### src/rtl/tohost_pkg.sv
// Shared constants for the tohost mailbox monitor: FSM encodings and
// the device/command tag that marks a console write.
package tohost_pkg;

    localparam logic [1:0] ST_RUN   = 2'd0;
    localparam logic [1:0] ST_DRAIN = 2'd1;
    localparam logic [1:0] ST_DONE  = 2'd2;

    localparam logic [7:0] CON_DEV  = 8'h01;
    localparam logic [7:0] CON_CMD  = 8'h01;

    localparam int EXIT_BIT = 0;

    // hi = data[63:48]
    function automatic logic is_console(input logic [15:0] hi);
        return hi == {CON_DEV, CON_CMD};
    endfunction

endpackage

### src/rtl/tohost_monitor_if.sv
// Write-snoop and console-stream signals between the DUT side (master)
// and the tohost monitor (slave).
interface tohost_monitor_if #(
    parameter int ADDR_W = 32,
    parameter int DATA_W = 64
) ();
    logic              wr_valid;
    logic              wr_ready;
    logic [ADDR_W-1:0] wr_addr;
    logic [DATA_W-1:0] wr_data;
    logic              con_valid;
    logic              con_ready;
    logic [7:0]        con_data;

    modport master (
        output wr_valid, wr_addr, wr_data, con_ready,
        input  wr_ready, con_valid, con_data
    );

    modport slave (
        input  wr_valid, wr_addr, wr_data, con_ready,
        output wr_ready, con_valid, con_data
    );
endinterface

### src/rtl/tohost_con_fifo.sv
// Small synchronous console FIFO; head entry is read straight from the
// storage registers so a push is visible on the output one edge later.
module tohost_con_fifo #(
    parameter int DEPTH = 4,
    parameter int W     = 8
) (
    input  logic         clock,
    input  logic         reset,
    input  logic         i_push,
    input  logic [W-1:0] i_din,
    input  logic         i_pop,
    output logic [W-1:0] o_dout,
    output logic         o_full,
    output logic         o_empty
);
    localparam int AW = $clog2(DEPTH);

    logic [DEPTH-1:0][W-1:0] r_mem;
    logic [AW:0]             r_wptr;
    logic [AW:0]             r_rptr;
    logic                    w_do_push;
    logic                    w_do_pop;

    assign o_empty   = (r_wptr == r_rptr);
    assign o_full    = (r_wptr[AW] != r_rptr[AW]) && (r_wptr[AW-1:0] == r_rptr[AW-1:0]);
    assign w_do_pop  = i_pop && !o_empty;
    // A pop frees the slot in the same cycle, so push is allowed when full.
    assign w_do_push = i_push && (!o_full || w_do_pop);
    assign o_dout    = r_mem[r_rptr[AW-1:0]];

    always_ff @(posedge clock or posedge reset) begin
        if (reset) begin
            r_mem  <= '0;
            r_wptr <= '0;
            r_rptr <= '0;
        end else begin
            if (w_do_push) begin
                r_mem[r_wptr[AW-1:0]] <= i_din;
                r_wptr                <= r_wptr + 1'b1;
            end
            if (w_do_pop)
                r_rptr <= r_rptr + 1'b1;
        end
    end

endmodule

### src/rtl/tohost_monitor.sv
// Snoops DUT writes to the tohost mailbox, streams console characters and
// reports a sticky done/pass/hang verdict with a cycle count.
module tohost_monitor
    import tohost_pkg::*;
#(
    parameter int                ADDR_W           = 32,
    parameter int                DATA_W           = 64,
    parameter logic [ADDR_W-1:0] TOHOST_ADDR      = ADDR_W'(32'h8000_1000),
    parameter int                CON_DEPTH        = 4,
    parameter int unsigned       HEARTBEAT_CYCLES = 1_000_000
) (
    input  logic        clock,
    input  logic        reset,
    tohost_monitor_if.slave bus,
    output logic        done,
    output logic        pass,
    output logic        hang,
    output logic [30:0] exit_code,
    output logic [63:0] cycles
);
    localparam int WD_W = (HEARTBEAT_CYCLES > 1) ? $clog2(HEARTBEAT_CYCLES + 1) : 1;
    localparam logic [WD_W-1:0] WD_MAX = WD_W'(HEARTBEAT_CYCLES);

    logic [1:0]      r_state;
    logic [WD_W-1:0] r_wdog;
    logic [30:0]     r_exit_code;
    logic            r_hang;
    logic            r_pass;
    logic [63:0]     r_cycles;

    logic        w_acc;
    logic        w_hit;
    logic        w_con;
    logic        w_push;
    logic        w_exit;
    logic [30:0] w_code;
    logic        w_expire;
    logic        w_pop;
    logic        w_full;
    logic        w_empty;

    assign w_acc  = bus.wr_valid && bus.wr_ready;
    assign w_hit  = w_acc && (r_state == ST_RUN) && (bus.wr_addr == TOHOST_ADDR)
                    && (bus.wr_data != '0);
    // Console tag is checked before the exit bit: odd characters set data[0].
    assign w_con  = is_console(bus.wr_data[63:48]);
    assign w_push = w_hit && w_con;
    assign w_exit = w_hit && !w_con;
    assign w_code = bus.wr_data[EXIT_BIT] ? bus.wr_data[EXIT_BIT+31:EXIT_BIT+1] : '1;

    // An accepted write in the expiry cycle keeps the test alive.
    assign w_expire = (HEARTBEAT_CYCLES != 0) && (r_state == ST_RUN)
                      && (r_wdog == WD_MAX) && !w_acc;

    assign w_pop         = !w_empty && bus.con_ready;
    assign bus.con_valid = !w_empty;
    assign bus.wr_ready  = (r_state == ST_RUN) ? (!w_full || w_pop) : 1'b1;

    tohost_con_fifo #(
        .DEPTH (CON_DEPTH),
        .W     (8)
    ) u_con_fifo (
        .clock   (clock),
        .reset   (reset),
        .i_push  (w_push),
        .i_din   (bus.wr_data[7:0]),
        .i_pop   (w_pop),
        .o_dout  (bus.con_data),
        .o_full  (w_full),
        .o_empty (w_empty)
    );

    always_ff @(posedge clock or posedge reset) begin
        if (reset) begin
            r_state     <= ST_RUN;
            r_wdog      <= '0;
            r_exit_code <= '0;
            r_hang      <= 1'b0;
            r_pass      <= 1'b0;
            r_cycles    <= '0;
        end else begin
            if ((r_state != ST_DONE) && (r_cycles != '1))
                r_cycles <= r_cycles + 64'd1;

            case (r_state)
                ST_RUN: begin
                    if (w_acc)
                        r_wdog <= '0;
                    else if (r_wdog != WD_MAX)
                        r_wdog <= r_wdog + WD_W'(1);

                    if (w_exit) begin
                        r_state     <= ST_DRAIN;
                        r_exit_code <= w_code;
                        r_pass      <= (w_code == '0);
                    end else if (w_expire) begin
                        r_state <= ST_DRAIN;
                        r_hang  <= 1'b1;
                    end
                end
                ST_DRAIN: begin
                    if (w_empty)
                        r_state <= ST_DONE;
                end
                ST_DONE: r_state <= ST_DONE;
                default: r_state <= ST_RUN;
            endcase
        end
    end

    assign done      = (r_state == ST_DONE);
    assign pass      = r_pass;
    assign hang      = r_hang;
    assign exit_code = r_exit_code;
    assign cycles    = r_cycles;

endmodule

### src/flat_wrapper.sv
// flat-port wrapper written by rule: the top's interface ports become plain ports
module tohost_monitor_flat import tohost_pkg::*;
#(
    parameter int                ADDR_W           = 32,
    parameter int                DATA_W           = 64,
    parameter logic [ADDR_W-1:0] TOHOST_ADDR      = ADDR_W'(32'h8000_1000),
    parameter int                CON_DEPTH        = 4,
    parameter int unsigned       HEARTBEAT_CYCLES = 1_000_000
)
  (clock, reset, done, pass, hang, exit_code, cycles, bus_wr_valid, bus_wr_addr, bus_wr_data, bus_con_ready, bus_wr_ready, bus_con_valid, bus_con_data);
  tohost_monitor_if #(.ADDR_W(ADDR_W), .DATA_W(DATA_W)) bus_i ();
  input  logic clock;
  input  logic reset;
  output logic done;
  output logic pass;
  output logic hang;
  output logic [30:0] exit_code;
  output logic [63:0] cycles;
  input wire logic [$bits(bus_i.wr_valid)-1:0] bus_wr_valid;
  input wire logic [$bits(bus_i.wr_addr)-1:0] bus_wr_addr;
  input wire logic [$bits(bus_i.wr_data)-1:0] bus_wr_data;
  input wire logic [$bits(bus_i.con_ready)-1:0] bus_con_ready;
  output wire logic [$bits(bus_i.wr_ready)-1:0] bus_wr_ready;
  output wire logic [$bits(bus_i.con_valid)-1:0] bus_con_valid;
  output wire logic [$bits(bus_i.con_data)-1:0] bus_con_data;
  assign bus_i.wr_valid = bus_wr_valid;
  assign bus_i.wr_addr = bus_wr_addr;
  assign bus_i.wr_data = bus_wr_data;
  assign bus_i.con_ready = bus_con_ready;
  assign bus_wr_ready = bus_i.wr_ready;
  assign bus_con_valid = bus_i.con_valid;
  assign bus_con_data = bus_i.con_data;
  tohost_monitor #(.ADDR_W(ADDR_W), .DATA_W(DATA_W), .TOHOST_ADDR(TOHOST_ADDR), .CON_DEPTH(CON_DEPTH), .HEARTBEAT_CYCLES(HEARTBEAT_CYCLES)) u_core (.clock(clock), .reset(reset), .bus(bus_i), .done(done), .pass(pass), .hang(hang), .exit_code(exit_code), .cycles(cycles));
endmodule
### config.mk
export PLATFORM = sky130hd
export DESIGN_NAME = tohost_monitor_flat
export DESIGN_NICKNAME = d
export VERILOG_FILES = /design/src/rtl/tohost_pkg.sv /design/src/rtl/tohost_monitor_if.sv /design/src/rtl/tohost_con_fifo.sv /design/src/rtl/tohost_monitor.sv /design/src/flat_wrapper.sv
export SDC_FILE = /design/constraint.sdc
export NUM_CORES = 1
export LEC_CHECK = 0
export CAP_MARGIN = 20
export CORE_MARGIN = 2
export CORE_UTILIZATION = 23
export DETAILED_ROUTE_END_ITERATION = 10
export DONT_BUFFER_PORTS = 1
export GPL_TIMING_DRIVEN = 0
export MAX_ROUTING_LAYER = met4
export PLACE_DENSITY = 0.37
export SYNTH_ARGS = -nofsm -noshare
export SYNTH_HDL_FRONTEND = slang
export SYNTH_HIERARCHICAL = 1
export SYNTH_SLANG_ARGS = --single-unit
### constraint.sdc
create_clock -name clock -period 11.2 [get_ports clock]
set_input_delay 1.68 -clock clock [delete_from_list [all_inputs] [get_ports clock]]
set_output_delay 1.68 -clock clock [all_outputs]
set_load 0.005 [all_outputs]
Word level (Yosys, flattened, before mapping)
Index checks and enable logic that the tools add are counted.

operators by class
  $add $sub $neg = 4
  magnitude comparators = 3
  equal/unequal tests = 13
  muxes and demuxes = 13
  bitwise gates (word level) = 1
  reduce and logical (&&, ||, !) cells = 28

operators by type and width
  operator                 number
  $add A64 B1 Y64 const B  1
  $ne A64 B64 Y1 const B   1
  $reduce_bool A64 Y1      1
  $mux W20                 2
  $bwmux W32               1
  $eq A32 B32 Y1 const B   1
  $logic_not A31 Y1        1
  $mux W31                 1
  $add A20 B1 Y20 const B  1
  $eq A20 B20 Y1 const B   1
  $ne A20 B20 Y1 const B   1
  $bmux W8 S2              1
  $demux W8 S2             1
  $eq A16 B9 Y1 const B    1
  $mux W8                  2
  $logic_and A1 B1 Y1      14
  $add A3 B1 Y3 const B    2
  $lt A2 B3 Y1 const B     2
  $mux W2                  3
  $pmux W2 S3              1
  $reduce_and A2 Y1        3
  $logic_not A1 Y1         4
  $eq A3 B3 Y1             1
  $ne A3 B1 Y1 const B     1
  other kinds (13)         14

storage, ports and cells
  flip-flop bits (word level) = 157
  input port bits = 100
  output and inout port bits = 108
  logic and storage cells = 74

Depth between registers and ports, before layout
  depth after elaboration = 12
  depth in mapped cells = 11

By module
Netlist, hierarchy kept.

by module, submodules not included
  module           instances  cells an instance  area an instance (um^2)
  tohost_monitor   1          605                5955.7
  tohost_con_fifo  1          112                1905.6

Worst setup path after synthesis
No wires, ideal clock.

  path kind = input to output
  start point = input bus_con_ready
  end point = output bus_wr_ready
  arrival time = 2.121 ns
  data required time = 9.520 ns
  slack = 7.399 ns
  stages = 2
  path buffers = 0
  cell sequence = nor2b_1 > or2_2

between the ends
  word-level cells in the longest chain between the ends = 3

RTL lines
  what                 RTL line              source
  start: declaration   flat_wrapper.sv:22    input wire logic [$bits(bus_i.con_ready)-1:0] bus_con_ready;
  $logic_and A1 B1 Y1  tohost_monitor.sv:55  assign w_pop = !w_empty && bus.con_ready;
  $logic_or A1 B1 Y1   tohost_monitor.sv:57  assign bus.wr_ready = (r_state == ST_RUN) ? (!w_full || w_pop) : 1'b1;
  $mux W1              tohost_monitor.sv:57
  end: declaration     flat_wrapper.sv:23    output wire logic [$bits(bus_i.wr_ready)-1:0] bus_wr_ready;

Every way passes these cells.

Worst setup path in the final report
  start point = input bus_wr_data[29]
  end point = register u_core.r_exit_code[23] (netlist: u_core/exit_code[23])

between the ends
  word-level cells in the longest chain between the ends = 4

RTL lines
  what                         RTL line              source
  start: declaration           flat_wrapper.sv:21    input wire logic [$bits(bus_i.wr_data)-1:0] bus_wr_data;
  $reduce_bool A64 Y1          tohost_monitor.sv:44  && (bus.wr_data != '0);
  $logic_and A1 B1 Y1          tohost_monitor.sv:44
  $logic_and A1 B1 Y1          tohost_monitor.sv:48  assign w_exit = w_hit && !w_con;
  $reduce_and A2 Y1 (no line)  n/a
  end signal: assignment       tohost_monitor.sv:94  r_exit_code <= w_code;
  end: declaration             tohost_monitor.sv:26  logic [30:0] r_exit_code;

Every way passes these cells.
A chain may end at the register's enable or synchronous reset.

==> impl_metrics.yaml <==
cells_and_area:
  finalCoreUtilization: 0.269
  antennaDiodeCount: 0
  fillerInstances: 3560
  syn_to_final_growth_pct: 15.1
  num-nets-final: 849
  fraction_of_layout_instances_using_a_drive_strength_above_1: 0.140
power_and_ir_drop:
  power_switching_share: 0.240
  share_seq_of_total_power: 0.477
  intPower_uw: 906
  total_power_mw: 1.19
  combinational_share_of_power: 0.021
  static-leakage-power_nw: 4.04
  netSwitchingPower_uw: 286
  worst_case_vdd_ir_drop_v: 0.000106
  cell_pwr_density_nw_per_um2: 132
  clkPwrFrac: 0.502
cts:
  cts_resized: 0
  tritoncts_num_sinks: 157
  cts_tree: "done"
  cts_root_buf: "clkbuf_16"
  clock_tree.buffer_depth: 2
  worstSkewPairLatency_ns: 0.45
  numCtsBuffers: 17
  clk_transition_reported_paths_ns: 0.07
  htreeDepth: 4
  cts_setup_buffers: 0
  cts-hold-fix-buffers: 0
logic_synthesis:
  synthesis.area_um2: 7860
  syn_inst: 717
  post-synth-top-area-cell: "dfrtp_1"
  ys_seq_elements: 157
  synth.top_cells.by_area: "dfrtp_1 50%, mux2_2 5.3%, xnor2_1 4.6%, xor2_1 4.3%, nor2_1 2.8%"
  synth-seq-area-share: 0.500
  synth_area_per_cell_um2: 11.0
  synth-edff-count: 0
  yosysTopAreaCellShare: 0.500
  yosys_most_used_dff: "dfrtp_1"
  yosysMostFrequentCell: "dfrtp_1"
  async_reset_ff_frac: 1.00
  synth_common_cells: "157 x dfrtp_1, 58 x nor2_1, 47 x inv_1, 45 x nand2_1, 41 x xnor2_1"
  synthesis.nets: 828
  ys_warn_count: 6
  synth.distinct_cells: 58
placed_design:
  place_congestion: 0.771
  hpwlAfterDp_um: 16200
  numPortBuffers: 0
  pre_cts_slack_ns: 6.40
critical_path:
  worst-setup-path-type: "input pin to register"
  timing.critical_path.slowest_cell_delay_ns: 0.73
  timing.critical_path.buf_inv: 1
  cp-end-kind: "register"
  required_ns: 11.49
  arrival_ns: 4.29
  critical_path_peak_fanout: 10
  critical-path-slowest-cell: "nor4_1"
  cp_top_family: "simple AND/OR/NAND/NOR gates"
  crit_path_start_kind: "input pin"
  path_common_cell: "nor4_1"
  critical_path.cell_chain: "nor4_1 > nand4_1 > nor4_1 > a21oi_1 > clkbuf_1 > nor2_1 > a31oi_1"
sta:
  finalHoldViolations: 0
  rsz0062_at_grt: "false"
  worst_slew_pin_slew_ns: 0.941
  final_worst_setup_slack_ns: 7.21
  clock.fmax_mhz: 250
  setup_viol: 0
  slew_viol_final: 0
  finalHoldWorstSlack_ns: 0.498
  timing.setup.tns_ns: 0
  slew-limit-headroom: 0.373
  fin_skew_ns: 0.0102
  final_min_period_over_clock_period: 0.357
  fin_crit_ns: 3.99
global_route:
  global_route_usage_sum: 0.135
  globalRouteOverflowTotal: 0
  vias_in_the_first_global_route: 5674
  grt_max_degree: 75
  grt_antenna_before_repair: 1
  grt_first_pass_wirelength_um: 35300
die:
  die_width_um: 189
  core_um2: 33600
  die_area_um2: 35700
  placementRows: 67
  chipHeight_um: 189
  num_io_pins: 208
  start_util: 0.234
drt:
  via_per_inst: 4.68
  detail-route-antenna-nets: 0
  first_iter_violations: 315
  wire_per_inst_um: 18.9
  dr.pass1.iters: 4
  via_count: 5613
  drt_wl_total_um: 22600
  post-route-drc-count: 0
min_path:
  hp-class: "register to register"
run_status:
  run_status: "complete, no violations"
flow_run:
  drv_cap: 0
path summary, 6_finish.rpt:
path                                                                 to                               startpoint  cells after the start  slack, ns
min in group asynchronous                  u_core/r_wdog[2]$_DFFE_PP0P_                                    reset                      1       1.11
max in group asynchronous               u_core/exit_code[4]$_DFFE_PP0P_                                    reset                      2       9.32
worst max register to register  u_core/u_con_fifo/r_mem[14]$_DFFE_PP0P_  u_core/u_con_fifo/r_rptr[0]$_DFFE_PP0P_                     11       7.53
worst max-delay path                   u_core/exit_code[23]$_DFFE_PP0P_                          bus_wr_data[29]                      7       7.21
worst min-delay path             u_core/u_con_fifo/r_mem[8]$_DFFE_PP0P_   u_core/u_con_fifo/r_mem[8]$_DFFE_PP0P_                      1       0.50
worst min register to register   u_core/u_con_fifo/r_mem[8]$_DFFE_PP0P_   u_core/u_con_fifo/r_mem[8]$_DFFE_PP0P_                      1       0.50
power by group through the flow:
stage          logic (mW)  clock network, mW  registers, mW
2_1_floorplan      0.0174                  0          0.579
3_3_place_gp       0.0253                  0          0.580
3_5_place_dp       0.0265                  0          0.579
4_1_cts            0.0266              0.623          0.568
5_1_grt            0.0293              0.651          0.568
6_report           0.0249              0.599          0.569
routing by layer:
metal	up-vias	part of all wire	track usage
li1	2623	-	-
met1	2809	0.45	0.170
met2	158	0.45	0.198
met3	23	0.082	0.0528
met4	0	0.015	0.0424
met5	-	0	-
registers in the layout (all words and copies together) (netlist names):
register,count
u_core/u_con_fifo/r_rptr,3
u_core/u_con_fifo/r_wptr,3
u_core/u_con_fifo/r_mem,32
u_core/r_state,2
u_core/exit_code,31
u_core/hang,1
u_core/pass,1
u_core/r_wdog,20
u_core/cycles,64
cell families (layout without fill, tap and decap cells):
group / after synthesis / in the layout / synth area share
flops: 157 / 157 / 0.500
compound gates: 66 / 66 / 0.0651
fa+ha+maj: 11 / 11 / 0.0175
mux: 45 / 45 / 0.0797
buf+inv: 70 / 104 / 0.0374
simple gates: 286 / 286 / 0.206
xor+xnor: 82 / 82 / 0.0947
through the flow:
| step | cell area (um^2) | instances |
|---|---|---|
| 2_1_floorplan | 7860 | 717 |
| 3_3_place_gp | 8420 | 1165 |
| 3_5_place_dp | 8450 | 1166 |
| 4_1_cts | 9040 | 1198 |
| 5_1_grt | 9050 | 1199 |
| 6_report | 9050 | 1199 |
area by class of cell:
| type | count | area [um^2] | area share |
|---|---|---|---|
| clock inverter | 14 | 159 | 0.0176 |
| inverter | 47 | 181 | 0.0200 |
| tap | 448 | 561 | 0.0619 |
| buffer | 23 | 118 | 0.0130 |
| clock buffer | 18 | 429 | 0.0474 |
| sequential | 157 | 3930 | 0.434 |
| timing repair buffer | 2 | 35.0 | 0.00387 |
| multi-input combinational | 490 | 3640 | 0.402 |
layout by cell type (no fill, tap or decap), types with 5 or more instances in the layout:
cell,instances
nor3_2,5
a21oi_1,9
xnor2_1,41
xor2_1,39
nor3_1,20
clkbuf_1,14
or4_1,10
and2_1,7
a31oi_1,30
inv_1,45
nand2_1,45
nor2_1,58
ha_1,11
mux2_2,37
mux4_1,8
and3_1,13
nand3_1,27
and4_1,13
nor4_1,31
inv_6,6
nand4_1,27
dfrtp_1,157
clkbuf_16,17
o21ai_0,10
or3_1,9
No activity file was read; power rests on OpenSTA's default activity.
